$ cat config.mk
export PLATFORM = sky130hd
export DESIGN_NAME = audio_output_stage
export DESIGN_NICKNAME = d
export VERILOG_FILES = /design/src/rtl/audio_pkg.sv /design/src/rtl/sample_fifo.sv /design/src/rtl/audio_output_stage.sv
export SDC_FILE = /design/constraint.sdc
export NUM_CORES = 1
export LEC_CHECK = 0
export CORE_MARGIN = 2
export CORE_UTILIZATION = 57
export DETAILED_ROUTE_END_ITERATION = 8
export GPL_ROUTABILITY_DRIVEN = 1
export GPL_TIMING_DRIVEN = 0
export HOLD_SLACK_MARGIN = 0.02
export PLACE_DENSITY = 0.78
export SETUP_SLACK_MARGIN = 0.3
export SLEW_MARGIN = 20
export SYNTH_ARGS = -nofsm -noshare
export SYNTH_HDL_FRONTEND = slang
export SYNTH_SLANG_ARGS = --single-unit
$ cat constraint.sdc
create_clock -name clk22K -period 3.4 [get_ports clk22K]
set_clock_uncertainty 0.1 [all_clocks]
set_input_delay 0.34 -clock clk22K [delete_from_list [all_inputs] [get_ports clk22K]]
set_output_delay 0.34 -clock clk22K [all_outputs]
set_load 0.005 [all_outputs]
$ cat src/rtl/audio_pkg.sv
// Shared types and constants for the audio output stage.
package audio_pkg;

    localparam int unsigned SAMPLE_W   = 16;
    localparam int unsigned VOL_SHIFT  = 3;     // gain = vol / 8
    localparam int unsigned PEAK_DECAY = 2205;  // clk22K cycles per peak decay step

    typedef logic signed [SAMPLE_W-1:0] sample_t;

    typedef enum logic {
        IDLE  = 1'b0,
        WRITE = 1'b1
    } out_state_t;

    localparam sample_t SAT_MAX = 16'sh7FFF;
    localparam sample_t SAT_MIN = 16'sh8000;

    // Magnitude with the most negative code folded onto the most positive one
    function automatic sample_t abs_sat(input sample_t s);
        sample_t m;
        if (s == SAT_MIN) begin
            m = SAT_MAX;
        end else if (s < 0) begin
            m = -s;
        end else begin
            m = s;
        end
        return m;
    endfunction

    // Bit index of the highest set bit, 0 for a zero input
    function automatic logic [3:0] msb_index(input sample_t v);
        logic [3:0] idx;
        idx = 4'd0;
        for (int i = 0; i < int'(SAMPLE_W); i++) begin
            if (v[i]) idx = 4'(i);
        end
        return idx;
    endfunction

endpackage

$ cat src/rtl/sample_fifo.sv
// Synchronous first-word-fall-through FIFO; a pop frees a slot for a same-cycle push.
module sample_fifo #(
    parameter int unsigned DATA_W = 16,
    parameter int unsigned DEPTH  = 8
) (
    input  logic              clk22K,
    input  logic              reset,
    input  logic              push,
    input  logic              pop,
    input  logic [DATA_W-1:0] din,
    output logic [DATA_W-1:0] dout,
    output logic              full,
    output logic              empty
);

    localparam int unsigned AW = (DEPTH > 1) ? $clog2(DEPTH) : 1;
    localparam logic [AW:0] FULL_CNT = (AW+1)'(DEPTH);

    logic [DATA_W-1:0] mem_q [DEPTH];
    logic [AW-1:0]     wr_ptr_q;
    logic [AW-1:0]     rd_ptr_q;
    logic [AW:0]       count_q;
    logic              do_push_c;
    logic              do_pop_c;

    assign full      = (count_q == FULL_CNT);
    assign empty     = (count_q == '0);
    assign do_pop_c  = pop && !empty;
    assign do_push_c = push && (!full || do_pop_c);
    assign dout      = mem_q[rd_ptr_q];

    // Pointer and occupancy tracking
    always_ff @(posedge clk22K or posedge reset) begin
        if (reset) begin
            wr_ptr_q <= '0;
            rd_ptr_q <= '0;
            count_q  <= '0;
        end else begin
            if (do_push_c) wr_ptr_q <= wr_ptr_q + AW'(1);
            if (do_pop_c)  rd_ptr_q <= rd_ptr_q + AW'(1);
            count_q <= count_q + (AW+1)'(do_push_c) - (AW+1)'(do_pop_c);
        end
    end

    // Sample storage, no reset needed
    always_ff @(posedge clk22K) begin
        if (do_push_c) mem_q[wr_ptr_q] <= din;
    end

endmodule

$ cat src/rtl/audio_output_stage.sv
// Audio output stage: volume/mute gain, sample FIFO and codec write FSM.
// Optional peak meter enabled by defining AUDIO_PEAK_METER_EN.
module audio_output_stage
    import audio_pkg::*;
#(
    parameter int unsigned DATA_W     = SAMPLE_W,
    parameter int unsigned FIFO_DEPTH = 8
) (
    input  logic                     clk22K,
    input  logic                     reset,
    input  logic signed [DATA_W-1:0] sample_in,
    input  logic                     sample_valid,
    input  logic [3:0]               vol,
    input  logic                     mute,
    input  logic                     flag_clr,
    input  logic                     audio_out_allowed,
    output logic                     write_audio_out,
    output logic signed [DATA_W-1:0] left_data,
    output logic signed [DATA_W-1:0] right_data,
    output logic                     overflow,
    output logic                     underrun,
    output logic [3:0]               peak_level
);

    localparam int unsigned PROD_W = DATA_W + 5;

    logic signed [PROD_W-1:0] prod_c;
    logic signed [PROD_W-1:0] shift_c;
    logic signed [DATA_W-1:0] scale_d, scale_q;
    logic                     push_v_q;

    logic [DATA_W-1:0]        fifo_dout;
    logic                     fifo_full;
    logic                     fifo_empty;

    out_state_t               state_d, state_q;
    logic                     pop_c;
    logic                     under_set_c;
    logic                     ovf_set_c;
    logic                     write_d, write_q;
    logic signed [DATA_W-1:0] data_d, data_q;
    logic                     overflow_q, underrun_q;

    // Gain and saturation of the incoming sample
    always_comb begin
        prod_c  = PROD_W'(sample_in) * PROD_W'($signed({1'b0, vol}));
        shift_c = prod_c >>> VOL_SHIFT;
        if (mute) begin
            scale_d = '0;
        end else if (shift_c > PROD_W'(SAT_MAX)) begin
            scale_d = DATA_W'(SAT_MAX);
        end else if (shift_c < PROD_W'(SAT_MIN)) begin
            scale_d = DATA_W'(SAT_MIN);
        end else begin
            scale_d = DATA_W'(shift_c);
        end
    end

    // Gain pipeline register and its valid
    always_ff @(posedge clk22K or posedge reset) begin
        if (reset) begin
            scale_q  <= '0;
            push_v_q <= 1'b0;
        end else begin
            scale_q  <= scale_d;
            push_v_q <= sample_valid;
        end
    end

    sample_fifo #(
        .DATA_W (DATA_W),
        .DEPTH  (FIFO_DEPTH)
    ) u_fifo (
        .clk22K (clk22K),
        .reset  (reset),
        .push   (push_v_q),
        .pop    (pop_c),
        .din    (scale_q),
        .dout   (fifo_dout),
        .full   (fifo_full),
        .empty  (fifo_empty)
    );

    // Codec FSM: pop and latch in IDLE, strobe for one cycle in WRITE
    always_comb begin
        state_d     = state_q;
        pop_c       = 1'b0;
        under_set_c = 1'b0;
        write_d     = 1'b0;
        data_d      = data_q;
        case (state_q)
            IDLE: begin
                if (audio_out_allowed) begin
                    if (!fifo_empty) begin
                        pop_c   = 1'b1;
                        data_d  = fifo_dout;
                        write_d = 1'b1;
                        state_d = WRITE;
                    end else begin
                        under_set_c = 1'b1;
                    end
                end
            end
            WRITE:   state_d = IDLE;
            default: state_d = IDLE;
        endcase
    end

    // A full FIFO drops the sample unless this cycle's pop frees a slot
    assign ovf_set_c = push_v_q && fifo_full && !pop_c;

    // FSM state, codec outputs and sticky flags; clear wins over set
    always_ff @(posedge clk22K or posedge reset) begin
        if (reset) begin
            state_q    <= IDLE;
            write_q    <= 1'b0;
            data_q     <= '0;
            overflow_q <= 1'b0;
            underrun_q <= 1'b0;
        end else begin
            state_q    <= state_d;
            write_q    <= write_d;
            data_q     <= data_d;
            overflow_q <= !flag_clr && (overflow_q || ovf_set_c);
            underrun_q <= !flag_clr && (underrun_q || under_set_c);
        end
    end

    assign write_audio_out = write_q;
    assign left_data       = data_q;
    assign right_data      = data_q;
    assign overflow        = overflow_q;
    assign underrun        = underrun_q;

`ifdef AUDIO_PEAK_METER_EN
    localparam int unsigned DEC_W = $clog2(PEAK_DECAY);
    localparam logic [DEC_W-1:0] DECAY_LAST = DEC_W'(PEAK_DECAY - 1);

    logic [DEC_W-1:0] decay_cnt_q;
    logic [3:0]       peak_q;
    logic [3:0]       level_c;

    assign level_c = msb_index(abs_sat(sample_t'(fifo_dout)));

    // Peak meter: load on a louder pop, otherwise step down once per decay period
    always_ff @(posedge clk22K or posedge reset) begin
        if (reset) begin
            peak_q      <= '0;
            decay_cnt_q <= '0;
        end else if (pop_c && (level_c > peak_q)) begin
            peak_q      <= level_c;
            decay_cnt_q <= '0;
        end else if (decay_cnt_q == DECAY_LAST) begin
            decay_cnt_q <= '0;
            if (peak_q != 4'd0) peak_q <= peak_q - 4'd1;
        end else begin
            decay_cnt_q <= decay_cnt_q + DEC_W'(1);
        end
    end

    assign peak_level = peak_q;
`else
    assign peak_level = 4'd0;
`endif

endmodule

Yosys cells after proc, flatten, opt, wreduce, memory -nomap -nowiden
Memories as Yosys holds them, arrays and structs flattened. A register that Yosys moved wholly into a read port is not among the register bits.
Index checks and enable logic that the tools add are counted.
{ "op_classes": {"addsub": 4, "mux": 12, "n_lt_le_gt_ge": 2, "n_bitwise": 2, "n_reduce_logical": 15, "n_eq_ne": 1, "multipliers": 1} }
{ "ops": {"columns": ["cell", "count"], "rows": [
  ["$mux W16", 3],
  ["$mul A16 B5 Y21", 1],
  ["$gt A18 B16 Y1 const B", 1],
  ["$lt A18 B16 Y1 const B", 1],
  ["$mux W1", 8],
  ["$add A3 B1 Y3 const B", 2],
  ["$logic_and A1 B1 Y1", 6],
  ["$add A4 B1 Y4", 1],
  ["$eq A4 B4 Y1 const B", 1],
  ["$logic_not A1 Y1", 4],
  ["$logic_not A4 Y1", 1],
  ["$sub A4 B1 Y4", 1],
  ["$logic_or A1 B1 Y1", 3],
  ["$reduce_and A3 Y1", 1],
  ["$not A1 Y1", 2],
  ["$pmux W1 S2", 1]
]} }
{ "word_totals": {"register_bits": 31, "ramBits": 128, "elab_cells": 47, "n_memories": 1, "input_bits": 26} }
{ "memory_table": {"columns": ["memory", "words", "word_bits", "read_ports", "rd_clocked_by_memory_dff", "write_ports", "line_no", "rtl"], "rows": [
  ["u_fifo.mem_q", 8, 16, 1, 1, 1, "sample_fifo.sv:19", "logic [DATA_W-1:0] mem_q [DEPTH];"]
]} }

Depth between registers and ports, before layout
{ "logic_depth": {"ltp_word": 9, "depth_mapped": 18} }

By module
From an unflattened synthesis, not the netlist that was laid out.
{ "unflattened": {"hier_cells": 682, "hier_area_um2": 9604.2} }
{ "by_module_without_submodules": {"columns": ["module", "cells_each", "n_inst", "area_per_inst_um2"], "rows": [
  ["sample_fifo", 248, 1, 5522.8],
  ["audio_output_stage", 434, 1, 4081.4]
]} }

Worst setup path after synthesis
Ideal clock, no wire load.
{ "synth_timing": {"path_kind": "input port to flip-flop", "start": "input vol[2]", "end": "register scale_q[13]", "t_arrival_ns": 4.126, "setup_time_ns": 0.095, "path_buffers": 2, "setup_slack_ns": -0.922, "path_stages": 16, "path_cell_list": "clkbuf_1 and2_1 ha_1 fa_1 inv_1 fa_1 inv_1 ha_1 a21o_1 a221oi_4 o2bb2ai_1 o22ai_1 xnor2_1 clkbuf_1 o211ai_2 o31ai_1"} }
{ "synth_between": {"elab_chain_cells": 5, "word_cells_on_any_way": 6} }
{ "synth_rtl": {"columns": ["item", "line_no", "rtl"], "rows": [
  ["from (decl)", "audio_output_stage.sv:13", "input logic [3:0] vol,"],
  ["$mul A16 B5 Y21 *", "audio_output_stage.sv:46", "prod_c = PROD_W'(sample_in) * PROD_W'($signed({1'b0, vol}));"],
  ["$lt A18 B16 Y1", "audio_output_stage.sv:52", "end else if (shift_c < PROD_W'(SAT_MIN)) begin"],
  ["$mux W16", "audio_output_stage.sv:52", null],
  ["$mux W16 *", "audio_output_stage.sv:50", "end else if (shift_c > PROD_W'(SAT_MAX)) begin"],
  ["$mux W16 *", "audio_output_stage.sv:48", "if (mute) begin"],
  ["via scale_d[13]", "audio_output_stage.sv:29", "logic signed [DATA_W-1:0] scale_d, scale_q;"],
  ["to (signal assigned)", "audio_output_stage.sv:65", "scale_q <= scale_d;"],
  ["to (decl)", "audio_output_stage.sv:29", null]
]} }
The timed path passes the listed nets; every way through them passes the cells marked *.
A chain may end at the register's enable or synchronous reset.

Final worst setup path
{ "layout_timing": {"start": "input sample_in[10]", "end": "register scale_q[6]"} }
{ "layout_between": {"elab_chain_cells": 5, "word_cells_on_any_way": 6} }
{ "layout_rtl": {"columns": ["item", "line_no", "rtl"], "rows": [
  ["from (decl)", "audio_output_stage.sv:11", "input logic signed [DATA_W-1:0] sample_in,"],
  ["$mul A16 B5 Y21 *", "audio_output_stage.sv:46", null],
  ["$lt A18 B16 Y1", "audio_output_stage.sv:52", null],
  ["$mux W16", "audio_output_stage.sv:52", null],
  ["$mux W16 *", "audio_output_stage.sv:50", null],
  ["$mux W16 *", "audio_output_stage.sv:48", null],
  ["via scale_d[6]", "audio_output_stage.sv:29", null]
]} }
Marks and branches as above.

==> impl_metrics.yaml <==
timing:
  period_minus_slack_ns: 3.920
  finalSetupTns_ns: -7.492
  grt_setup_unrepaired: "yes"
  setup_slack_ns: -0.5201
  finalSetupViolCount: 16
  hold_viol: 0
  min_period_over_period: 1.153
  tightest_slew_ns: 0.7945
  final_max_slew_viol_count: 0
  relSlewSlack: 0.4703
  max_freq_mhz: 255.1
final_layout:
  stdcell_area_mm2: 0.01208
  antenna_cells: 0
  drive_gt1_frac: 0.3569
  num-nets-final: 942
  syn2layout_area_growth_pct: 29.99
  final-instance-count-excl-fill: 1065
power_and_ir_drop:
  power_mw: 9.354
  peakVddDrop_mv: 0.3818
  p_leak_nw: 4.787
  powerDensity_mw_per_mm2: 774.6
floorplanning:
  dieWidth_um: 131.7
  start_util: 0.5848
  dieArea_mm2: 0.01734
  fp-row-count: 46
  io_pins: 65
  die_h_um: 131.7
  fp.coreArea_mm2: 0.01589
synthesis:
  async_reset_ff_frac: 0.2644
  synth_area_leader_cell: "edfxtp_1"
  synth.most_common_cell: "edfxtp_1"
  yosysSeqAreaShare: 0.5376
  synth.avg_cell_area_um2: 13.35
  synth_top_cell_area_share: 0.4137
  synth_flop_cell: "edfxtp_1"
  synth_warnings: 0
  synth_edf_count: 128
  synth.area.top_cells: "edfxtp_1 (41%), dfrtp_1 (12%), mux4_2 (7.8%), fa_1 (7.3%), ha_1 (6.2%)"
  ys_seq_elements: 174
  synth_common_cells: "edfxtp_1 (128), inv_1 (81), and2_1 (46), dfrtp_1 (46), ha_1 (46)"
  syn-instance-count: 696
  ys_types: 55
  syn_area_mm2: 0.009290
clock_tree:
  clkLatencyLatePin_ns: 0.42
  h-tree-depth: 4
  holdBufCountCts: 0
  cts_buffer_depth: 2
  clock_sinks: 174
  cts_tree: "done"
  clkSlewWorstSetupHoldPaths_ns: 0.06
  cts_buffers: 17
  cts_root_buf: "clkbuf_16"
drt:
  wl_per_cell_um: 19.91
  drt-initial-drc-count: 503
  vias: 6051
  top_layer: "met4"
  ant_nets: 0
  drtPass1Iterations: 4
  drc_errors: 0
  drt-total-wl_um: 21200
  wl_met2_um: 11330
  avgViaCountPerCell: 5.682
  routed-wl-met3_um: 984
  met1_length_um: 7986
placement:
  postPlaceCellArea_mm2: 0.01070
  post-place-ws_ns: -1.779
  io_buffers: 59
  place_congestion: 0.8473
  dp_hpwl_um: 13700
  dp_cells: 987
worst_setup_path:
  worstSetupEndpointType: "flip-flop"
  crit_top_cell: "fa_1"
  worst_ep_required_time_ns: 3.57
  cp_data_arrival_time_ns: 4.09
  crit_path_start_kind: "input pin"
  critPathMaxStageDelay_ns: 0.53
  path_class: "in2reg"
  crit_path_max_fanout: 8
  path_cells: "clkdlybuf4s15_1 > and2_1 > ha_1 > fa_1 > inv_1 > fa_1 > inv_2 > ha_4 > nand2_4 > nor3b_4 > o2111ai_4 > a21boi_2 > and2b_2 > o211ai_4 > buf_12 > o31ai_4"
  slowest_stage: "fa_1"
global_routing:
  antenna_found_initial: 0
  grt_pass1_vias: 6345
  grt-ovfl-total: 0
  grt_pass1_wl_um: 32700
  track_usage: 0.2456
  grt_max_degree: 31
status:
  status: "complete, but fails checks"
  violations: "negative setup slack"
run:
  drv_cap: 0
min_path:
  hp-class: "in2async"
==> worst paths after layout <==
check                              startpoint           endpoint  slack (ns)  cells past startpoint
worst max-delay path            sample_in[10]         scale_q[6]       -0.52                     16
worst min-delay path                    reset         scale_q[2]        0.12                      2
worst max register to register        state_q  u_fifo.count_q[2]        0.53                     10
worst min register to register       underrun           underrun        0.40                      2
max in group asynchronous               reset      left_data[15]        2.58                      3
min in group clk22K              sample_valid           push_v_q        0.26                      1
==> report_power, final <==
| group | total [mW] | leakage (nW) | internal [mW] | switching (mW) |
|---|---|---|---|---|
| logic | 4.25 | 2.83 | 2.17 | 2.08 |
| registers | 3.40 | 1.73 | 3.01 | 0.394 |
| clock network | 1.70 | 0.234 | 0.943 | 0.761 |
==> placed cells by master (no fill, tap or decap), drive strengths merged, types with 3 or more instances in the layout <==
master	instances
edfxtp	128
buf	95
inv	81
dfrtp	46
and2	46
ha	46
a21oi	45
clkdlybuf4s50	40
clkbuf	40
nand2	39
fa	34
mux4	32
nor2	32
o21ai	21
mux2i	16
xor2	12
xnor2	12
o31ai	9
clkinvlp	6
clkinv	5
clkdlybuf4s15	5
and4	5
o21a	4
nor3	4
conb	4
dlygate4sd2	4
a21boi	4
a21o	4
nand4	3
==> repair_timing <==
item                                    4_1_cts  5_1_grt
buffers inserted                             28       15
hold endpoints to repair                      0        0
resized for setup                           142       41
cloned                                        3        0
pin swaps                                    57       26
endpoints found under the setup margin       16       19
==> layer usage <==
metal	GRT usage	up-vias
li1	-	2714
met1	0.2751	3012
met2	0.4558	250
met3	0.04205	75
met4	0.1117	0
met5	0	-
==> registers in the layout (all words and copies together), names as in the netlist <==
signal and count:
u_fifo.wr_ptr_q 3, scale_q 16, overflow 1, state_q 1, u_fifo.mem_q 128, underrun 1, left_data 16, u_fifo.rd_ptr_q 3
u_fifo.count_q 4, push_v_q 1
==> cell families after synthesis <==
family          count (synthesis)  share of synthesized area
flops                         174                     0.5376
simple gates                  142                    0.08108
buf+inv                       126                    0.05993
compound gates                100                    0.06707
fa+ha+maj                      80                     0.1352
mux                            49                    0.09603
xor+xnor                       24                    0.02263
other cells                     1                  0.0004037
==> worst max-delay path, delay by kind of cell <==
family / cells / cell delay (ns)
buffers and inverters: 4 / 0.50
and+or+nand+nor: 4 / 0.86
adders and majority gates: 4 / 1.64
AOI/OAI and AO/OA: 4 / 0.73
==> layout make-up <==
type,count,area (um2)
Clock inverter,11,70.07
Fill cell,959,3809
Sequential cell,174,4995
Timing Repair Buffer,118,1116
Tap cell,216,270.3
Buffer,45,334.1
Multi-Input combinational cell,399,4534
Inverter,81,306.5
Clock buffer,21,450.4
==> per-stage QoR <==
stage | hold WS, ns | util
final | 0.1238 | 0.7602
after global placement | 0.3825 | 0.6625
after global routing | 0.1493 | 0.7602
after CTS | 0.1246 | 0.7446
after floorplan | 0.2714 | -
after detailed placement | 0.3915 | 0.6736
Power figures use the tool's default switching activity.
